==> src/rtl/vga_scanout.sv <==
// 640x480@60 VGA scanout of a 1-bpp frame buffer: line-doubled, horizontally centred image
// with a border, 2-CLK registered pipeline from the raster counters to every output.
module vga_scanout #(
    parameter int          H_IMG_OFS    = 64,
    parameter int          SRC_W        = 512,
    parameter int          SRC_H        = 240,
    parameter logic [11:0] FG_COLOR     = 12'h0F0,
    parameter logic [11:0] BG_COLOR     = 12'h000,
    parameter logic [11:0] BORDER_COLOR = 12'h000,
    parameter int          V_ACTIVE     = 480,
    parameter int          V_FP         = 10,
    parameter int          V_SYNC       = 2,
    parameter int          V_BP         = 33
) (
    input  logic        CLK,
    input  logic        RST_N,
    input  logic        ENABLE,
    output logic [13:0] BRAM_RADDR,
    output logic        BRAM_RE,
    input  logic [7:0]  BRAM_RDATA,
    output logic [3:0]  VGA_R,
    output logic [3:0]  VGA_G,
    output logic [3:0]  VGA_B,
    output logic        VGA_HS,
    output logic        VGA_VS,
    output logic        VGA_DE,
    output logic        FRAME_START
);

    localparam int H_ACTIVE       = 640;
    localparam int H_FP           = 16;
    localparam int H_SYNC         = 96;
    localparam int H_BP           = 48;
    localparam int H_TOTAL        = H_ACTIVE + H_FP + H_SYNC + H_BP;
    localparam int V_TOTAL        = V_ACTIVE + V_FP + V_SYNC + V_BP;
    localparam int BYTES_PER_LINE = SRC_W / 8;
    localparam int IMG_ROWS       = 2 * SRC_H;
    // A read issued two counts ahead lands in the shift register exactly as its first pixel arrives.
    localparam int FETCH_FIRST    = H_IMG_OFS - 2;

    logic [9:0]  hCnt_q, hCnt_d;
    logic [9:0]  vCnt_q, vCnt_d;

    logic        hActive, vActive, hSyncOn, vSyncOn;
    logic        imgRow, imgCol, fetchHit, loadHit;
    logic [9:0]  fetchOfs;
    logic [2:0]  pixPhase;
    logic [13:0] fetchAddr;

    logic        de1_q, hs1_q, vs1_q, fs1_q, img1_q, en1_q;
    logic [7:0]  shift_q, shift_d;
    logic        re_q;
    logic [13:0] raddr_q;

    logic [11:0] rgb_q, rgb_d;
    logic        hs_q, vs_q, de_q, fs_q;

    always_comb begin
        hCnt_d = hCnt_q + 10'd1;
        vCnt_d = vCnt_q;
        if (hCnt_q == 10'(H_TOTAL - 1)) begin
            hCnt_d = '0;
            vCnt_d = (vCnt_q == 10'(V_TOTAL - 1)) ? '0 : vCnt_q + 10'd1;
        end
    end

    always_comb begin
        hActive   = hCnt_q < 10'(H_ACTIVE);
        vActive   = vCnt_q < 10'(V_ACTIVE);
        hSyncOn   = (hCnt_q >= 10'(H_ACTIVE + H_FP)) && (hCnt_q < 10'(H_ACTIVE + H_FP + H_SYNC));
        vSyncOn   = (vCnt_q >= 10'(V_ACTIVE + V_FP)) && (vCnt_q < 10'(V_ACTIVE + V_FP + V_SYNC));
        imgRow    = vCnt_q < 10'(IMG_ROWS);
        imgCol    = (hCnt_q >= 10'(H_IMG_OFS)) && (hCnt_q < 10'(H_IMG_OFS + SRC_W));
        fetchOfs  = hCnt_q - 10'(FETCH_FIRST);
        pixPhase  = 3'(hCnt_q - 10'(H_IMG_OFS));
        fetchHit  = imgRow && (hCnt_q >= 10'(FETCH_FIRST)) &&
                    (hCnt_q < 10'(FETCH_FIRST + SRC_W)) && (fetchOfs[2:0] == 3'd0);
        loadHit   = imgRow && imgCol && (pixPhase == 3'd0);
        fetchAddr = 14'(vCnt_q[9:1]) * 14'(BYTES_PER_LINE) + 14'(fetchOfs[9:3]);
        shift_d   = loadHit ? BRAM_RDATA : {shift_q[6:0], 1'b0};
    end

    // Stage-1 values are all registered off the same count, so only the colour needs decoding here.
    always_comb begin
        rgb_d = 12'h000;
        if (de1_q && en1_q) begin
            if (img1_q) begin
                rgb_d = shift_q[7] ? FG_COLOR : BG_COLOR;
            end else begin
                rgb_d = BORDER_COLOR;
            end
        end
    end

    always_ff @(posedge CLK) begin
        if (!RST_N) begin
            hCnt_q  <= '0;
            vCnt_q  <= '0;
            de1_q   <= 1'b0;
            hs1_q   <= 1'b1;
            vs1_q   <= 1'b1;
            fs1_q   <= 1'b0;
            img1_q  <= 1'b0;
            en1_q   <= 1'b0;
            shift_q <= '0;
            re_q    <= 1'b0;
            raddr_q <= '0;
            rgb_q   <= '0;
            hs_q    <= 1'b1;
            vs_q    <= 1'b1;
            de_q    <= 1'b0;
            fs_q    <= 1'b0;
        end else begin
            hCnt_q  <= hCnt_d;
            vCnt_q  <= vCnt_d;
            de1_q   <= hActive && vActive;
            hs1_q   <= !hSyncOn;
            vs1_q   <= !vSyncOn;
            fs1_q   <= (hCnt_q == 10'd0) && (vCnt_q == 10'(V_ACTIVE));
            img1_q  <= imgRow && imgCol;
            en1_q   <= ENABLE;
            shift_q <= shift_d;
            re_q    <= fetchHit;
            if (fetchHit) begin
                raddr_q <= fetchAddr;
            end
            rgb_q   <= rgb_d;
            hs_q    <= hs1_q;
            vs_q    <= vs1_q;
            de_q    <= de1_q;
            fs_q    <= fs1_q;
        end
    end

    assign BRAM_RE     = re_q;
    assign BRAM_RADDR  = raddr_q;
    assign VGA_R       = rgb_q[11:8];
    assign VGA_G       = rgb_q[7:4];
    assign VGA_B       = rgb_q[3:0];
    assign VGA_HS      = hs_q;
    assign VGA_VS      = vs_q;
    assign VGA_DE      = de_q;
    assign FRAME_START = fs_q;

endmodule

==> config.mk <==
export PLATFORM = sky130hd
export DESIGN_NAME = vga_scanout
export DESIGN_NICKNAME = d
export VERILOG_FILES = /design/src/rtl/vga_scanout.sv
export SDC_FILE = /design/constraint.sdc
export NUM_CORES = 1
export LEC_CHECK = 0
export CORE_ASPECT_RATIO = 0.9
export CORE_UTILIZATION = 53
export CTS_BUF_LIST = sky130_fd_sc_hd__clkbuf_16
export CTS_CLUSTER_DIAMETER = 100
export DETAILED_ROUTE_END_ITERATION = 8
export GPL_TIMING_DRIVEN = 1
export PLACE_DENSITY = 0.87
export RECOVER_POWER = 25
export REMOVE_ABC_BUFFERS = 1
export SYNTH_ARGS = -nofsm -noshare
export SYNTH_HDL_FRONTEND = slang
export SYNTH_SLANG_ARGS = --single-unit
==> constraint.sdc <==
create_clock -name CLK -period 3.2 [get_ports CLK]
set_input_delay 0.32 -clock CLK [delete_from_list [all_inputs] [get_ports CLK]]
set_output_delay 0.32 -clock CLK [all_outputs]
set_load 0.01 [all_outputs]
==> metrics, run 1 <==
FF-to-FF End=BRAM_RADDR[12]; Reg clk slew, reported paths=0.07 ns; I/O pin cnt=42; outcome=completed; DRC=0; crit path kind=flop to flop; CP delay by family, top=adder cells; synth top area cells=dfxtp_1, nand2_1, mux2i_1; HP Class=flop to flop; Max Cap Viol=0; site row count=23; Worst path max stage delay=0.35 ns; most common library cells after synthesis=dfxtp_1, nand2_1, nand3_1; DRT Wirelength=5249 µm; Setup Skew=0.003091 ns; number of I/O port buffers=33; vias per inst=5.577; Critical path buffers and inverters=0; Overflow after GRT=0; largest net degree at the start of global routing=52; Die X=75.81 µm; worst setup margin=0.7073 ns; placed cell area=2855 µm²; Synth Instances=308; CTS max path bufs=2; TritonCTS buffer count=5; core area=4576 µm²; Synth Register Bits=54; critical path arrival=2.64 ns; critical path capture point type=flop; power density over the cells=418.8 nW/µm²; Final Instance Area=3000 µm²; Worst Min Path Start=vs1_q; diode count=0; post-synthesis sequential area ratio=41.60%; final hold slack=0.4102 ns; P&R area growth vs syn=15.46%; share of post-route cells with drive strength above 1=3.427%; maximum clock rate=401.2 MHz; most used cell, CP=ha_1; fin. max-slew vios=0; clock root buffer=clkbuf_16; Initial Utilization=56.80%; Slowest cell on crit path=dfxtp_1; Avg Inst Size Synth=8.437 µm²; vias in the first global route=1877; antenna-violating nets left=0; HPWL Detailed=3586 µm; clk sinks=54; FF-to-FF setup slack=0.71 ns; Yosys Warn Count=0; Max transition margin=45.06%; CTS tree=done; Final Hold Viols=0; Post-CTS Repair Setup Buffers=0; Register-to-Register Path Depth=10; Least-Margin Pin Slew=0.8242 ns; Hold Buf Count CTS=0; Hold EP=VGA_VS; ys async rst share=0%; RSZ-0062 raised after global routing=false; DR iter-0 viols=128; via count=2136; leakage=1.141 nW; GRT Resource Usage Total=22.33%; setup_tns=0 ns; die extent in y=68.43 µm; Most used DFF post-synth=dfxtp_1; Pre-antenna DRT Iters=4; first-pass GRT wire length=8569 µm; period utilization=77.90%; worst skew pair latency=0.29 ns; crit-path cells=ha_1 > and4_1 > nor3_1 > xor2_1 > ha_1 > ha_1 > nand3_1 > o21a_1 > o21ai_0 > mux2i_1; crit-path max FO=6; GP Congestion=0.8408; H-tree levels=2; Util after Layout=65.57%; hold-critical path depth=1; fin crit period=2.493 ns; Gates resized, CTS repair=0; dpl ws=0.7170 ns; Routed WL per cell=13.70 µm; Final setup viols=0; most common cell in the synthesized netlist=dfxtp_1; synthesized area=2599 µm²; Synth top area share=41.60%; Data required, critical path=3.35 ns; Max VDD drop=0.0002043 V; startpoint types=flop; synth unique cells=41; Nets=340; initial antenna violation count=0; Post-synth EDFFs=0; Synth area leader=dfxtp_1; Crit Reg-Reg Startpoint=hCnt_q[1]; Die Area=5188 µm²
metrics by stage:
step	power, W	instances
floorplan	0.0007171	279
global placement	0.0007451	375
detailed placement	0.0007464	375
CTS	0.001268	383
global route	0.001305	383
finish	0.001256	383
routing by layer:
metal,part of all wire (%),track usage [%],vias to the layer above
li1,-,-,1069
met1,45,26.85,961
met2,46,35.95,89
met3,6.1,4.860,17
met4,3.6,14.35,0
met5,0,0,-
worst max path at each step:
stage                endpoint  slack (ns)       from  cells past startpoint
6_report       BRAM_RADDR[12]        0.71  hCnt_q[1]                     10
5_1_grt        BRAM_RADDR[12]        0.49  hCnt_q[1]                     10
4_1_cts        BRAM_RADDR[12]        0.71  hCnt_q[1]                     10
3_5_place_dp   BRAM_RADDR[12]        0.72  hCnt_q[1]                     10
3_3_place_gp   BRAM_RADDR[12]        0.80  hCnt_q[1]                     10
2_1_floorplan  BRAM_RADDR[12]        0.94  hCnt_q[1]                     10
flip-flops by register name (all words and copies together) (netlist names), 8 cells and up:
signal      count
shift_q         8
BRAM_RADDR     14
hCnt_q         10
vCnt_q         10
final cells by class:
| class | instances | area, µm² |
|---|---|---|
| tap | 62 | 77.57 |
| multi-input combinational | 216 | 1325 |
| fill | 378 | 1575 |
| clock buffer | 5 | 125.1 |
| sequential | 54 | 1081 |
| timing repair buffer | 34 | 337.8 |
| clock inverter | 3 | 20.02 |
| inverter | 9 | 33.78 |
placed cells by master (no fill, tap or decap), types with 9 or more instances in the layout:
cell type        netlist  final
o21ai_0               18     18
dlygate4sd3_1          0     10
nand3_1               21     21
ha_1                   9      9
dfxtp_1               54     54
nor3_1                 9      9
nand2_1               39     39
nor2_1                15     15
mux2i_1               13     13
inv_1                  9      9
clkdlybuf4s50_1        0     23
a21oi_1                9      9
report_power, final:
group / leakage (nW) / switching [W] / total [W] / internal [W]
Sequential: 0.436 / 0.00000527 / 0.000682 / 0.000677
Clock: 0.0679 / 0.000235 / 0.000525 / 0.000290
Combinational: 0.637 / 0.0000289 / 0.0000496 / 0.0000206
logic make-up (layout without fill, tap and decap cells):
| family | count (synthesis) | count (layout) | synth area share, % |
|---|---|---|---|
| flip-flops | 54 | 54 | 41.60 |
| buffers and inverters | 45 | 51 | 8.426 |
| other | 1 | 8 | 0.1443 |
| adder cells (fa/ha/maj) | 9 | 9 | 4.333 |
| AO/OA/AOI/OAI | 43 | 43 | 9.967 |
| AND/OR/NAND/NOR | 127 | 127 | 25.13 |
| XOR/XNOR | 16 | 16 | 5.393 |
| multiplexers | 13 | 13 | 5.007 |
(Power assumes the default switching activity.)
==> run 2: changes to the inputs <==
--- a/config.mk
+++ b/config.mk
@@ -6,12 +6,12 @@
 export NUM_CORES = 1
 export LEC_CHECK = 0
 export CORE_ASPECT_RATIO = 0.9
-export CORE_UTILIZATION = 53
+export CORE_UTILIZATION = 48
 export CTS_BUF_LIST = sky130_fd_sc_hd__clkbuf_16
 export CTS_CLUSTER_DIAMETER = 100
 export DETAILED_ROUTE_END_ITERATION = 8
 export GPL_TIMING_DRIVEN = 1
-export PLACE_DENSITY = 0.87
+export PLACE_DENSITY = 0.84
 export RECOVER_POWER = 25
 export REMOVE_ABC_BUFFERS = 1
 export SYNTH_ARGS = -nofsm -noshare
==> constraint.sdc (replaced) <==
create_clock -name CLK -period 2.2 [get_ports CLK]
set_input_delay 0.22 -clock CLK [delete_from_list [all_inputs] [get_ports CLK]]
set_output_delay 0.22 -clock CLK [all_outputs]
set_load 0.01 [all_outputs]
==> metrics, run 2 (synthesis results as in run 1) <==
leakage=1.257 nW (+10%); HP Class=flop to flop; first-pass GRT wire length=9425 µm (+10%); I/O pin cnt=42 (unchanged); power density over the cells=606.4 nW/µm² (+45%); placed cell area=3017 µm² (+5.7%); core area=5224 µm² (+14%); Reg clk slew, reported paths=0.07 ns (about the same); maximum clock rate=480.4 MHz (+20%); M1 WL=2502 µm (+6.9%); P&R area growth vs syn=23.21%; crit-path max FO=3 (-3); die extent in y=71.81 µm (+4.9%); most used cell, CP=ha_2; Register Area=1082 µm² (+0.12%); outcome=completed; largest net degree at the start of global routing=52 (unchanged); Slowest cell on crit path=dfxtp_1; vias per inst=5.410 (-3.0%); diode count=0 (unchanged); via count=2202 (+3.1%); worst skew pair latency=0.29 ns (about the same); Setup Skew=0.005006 ns (+0.001915 ns); critical path capture point type=flop; DR iter-0 viols=160 (+25%); number of I/O port buffers=33 (unchanged); Max Cap Viol=0 (unchanged); flip-flop count of the largest register after layout=14 (unchanged); met2 routed WL=2647 µm (+10%); Worst path max stage delay=0.31 ns (-0.04 ns); DRT Wirelength=5573 µm (+6.2%); TritonCTS buffer count=5 (unchanged); HPWL Detailed=3840 µm (+7.1%); fin crit period=2.082 ns (-0.4110 ns); Final setup viols=0 (unchanged); GP Congestion=0.9017 (+7.2%); critical path arrival=2.30 ns (-0.34 ns); fin. max-slew vios=0 (unchanged); crit path kind=flop to flop; CTS max path bufs=2 (unchanged); crit-path cells=ha_1 > and4_4 > nor3_2 > xor2_1 > ha_2 > ha_2 > nand3_2 > xnor2_1 > nand2_1 > mux2i_1; period utilization=94.62% (+17 points); Die Area=5713 µm² (+10%); DRC=0 (unchanged); Die X=79.56 µm (+4.9%); share of post-route cells with drive strength above 1=10.59% (+7.2 points); antenna-violating nets left=0 (unchanged); clock root buffer=clkbuf_16; Max VDD drop=0.0004448 V (+120%); Final Instance Area=3202 µm² (+6.7%); filler instances=407 (+7.7%); Final Hold Viols=0 (unchanged); Nets=359 (+5.6%); Data required, critical path=2.42 ns (-0.93 ns); site row count=25 (+8.7%); CTS tree=done; commonest non-fill, non-tap cell in the layout=dfxtp_1; commonest cells after routing, fill and taps aside=dfxtp_1, nand2_1, clkdlybuf4s50_1; vias in the first global route=2076 (+11%); Routed WL per cell=13.69 µm (about the same); DR WL met3=298 µm (-6.9%); Overflow after GRT=0 (unchanged); Hold Buf Count CTS=0 (unchanged); CP delay by family, top=adder cells; uppermost layer routed=met4; multi-input logic area=1343 µm² (+1.3%); initial antenna violation count=0 (unchanged); Critical path buffers and inverters=0 (unchanged); Initial Utilization=49.75% (-7.0 points); startpoint types=flop; Post-CTS Repair Setup Buffers=0 (unchanged); GRT Resource Usage Total=21.17% (-1.2 points); H-tree levels=2 (unchanged); Util after Layout=61.29% (-4.3 points); clk sinks=54 (unchanged); Pre-antenna DRT Iters=4 (unchanged)
## run 2: area by class of cell
class                           instances  share of cell area [%]
Inverter                                9                   1.055
Clock buffer                            5                   3.908
Sequential cell                        54                   33.80
Clock inverter                          3                   1.290
Timing Repair Buffer                   53                   15.40
Tap cell                               67                   2.618
Multi-Input combinational cell        216                   41.93
## run 2: where the power goes
| part | total, W | internal [W] | switching (W) |
|---|---|---|---|
| Sequential | 0.000988 | 0.000985 | 0.00000295 |
| Combinational | 0.0000855 | 0.0000372 | 0.0000482 |
| Clock | 0.000869 | 0.000532 | 0.000336 |
| Total | 0.00194 | 0.00155 | 0.000387 |
## run 2: path summary, 6_finish.rpt
check / from / to / slack (ns) / cells past startpoint
setup / recovery: hCnt_q[1] / BRAM_RADDR[10] / 0.12 / 10
hold / removal: vs1_q / VGA_VS / 0.41 / 1
setup reg to reg: hCnt_q[1] / BRAM_RADDR[10] / 0.12 / 10
hold reg to reg: vs1_q / VGA_VS / 0.41 / 1
## run 2: what timing repair did
action	in CTS	in global routing
resized for setup	1	6
pin swaps	0	2
endpoints found under the setup margin	1	7
cloned	0	0
endpoints found under the hold margin	0	0
## run 2: through the flow
stage	power [W]	setup WS [ns]	setup TNS (ns)	instances	hold slack, ns
2_1_floorplan	0.001043	-0.05531	-0.05531	279	0.2930
3_3_place_gp	0.001093	0.07152	0	399	0.3915
3_5_place_dp	0.001094	-0.02011	-0.02011	399	0.3925
4_1_cts	0.001953	0.002029	0	407	0.4084
5_1_grt	0.002013	-0.02881	-0.03542	407	0.4195
6_report	0.001942	0.1183	0	407	0.4069
## run 2: routing by layer
layer,vias to the layer above,GRT usage (%)
met3,14,4.076
met1,1015,26.14
li1,1097,-
met4,0,11.11
met5,-,0
met2,76,34.85
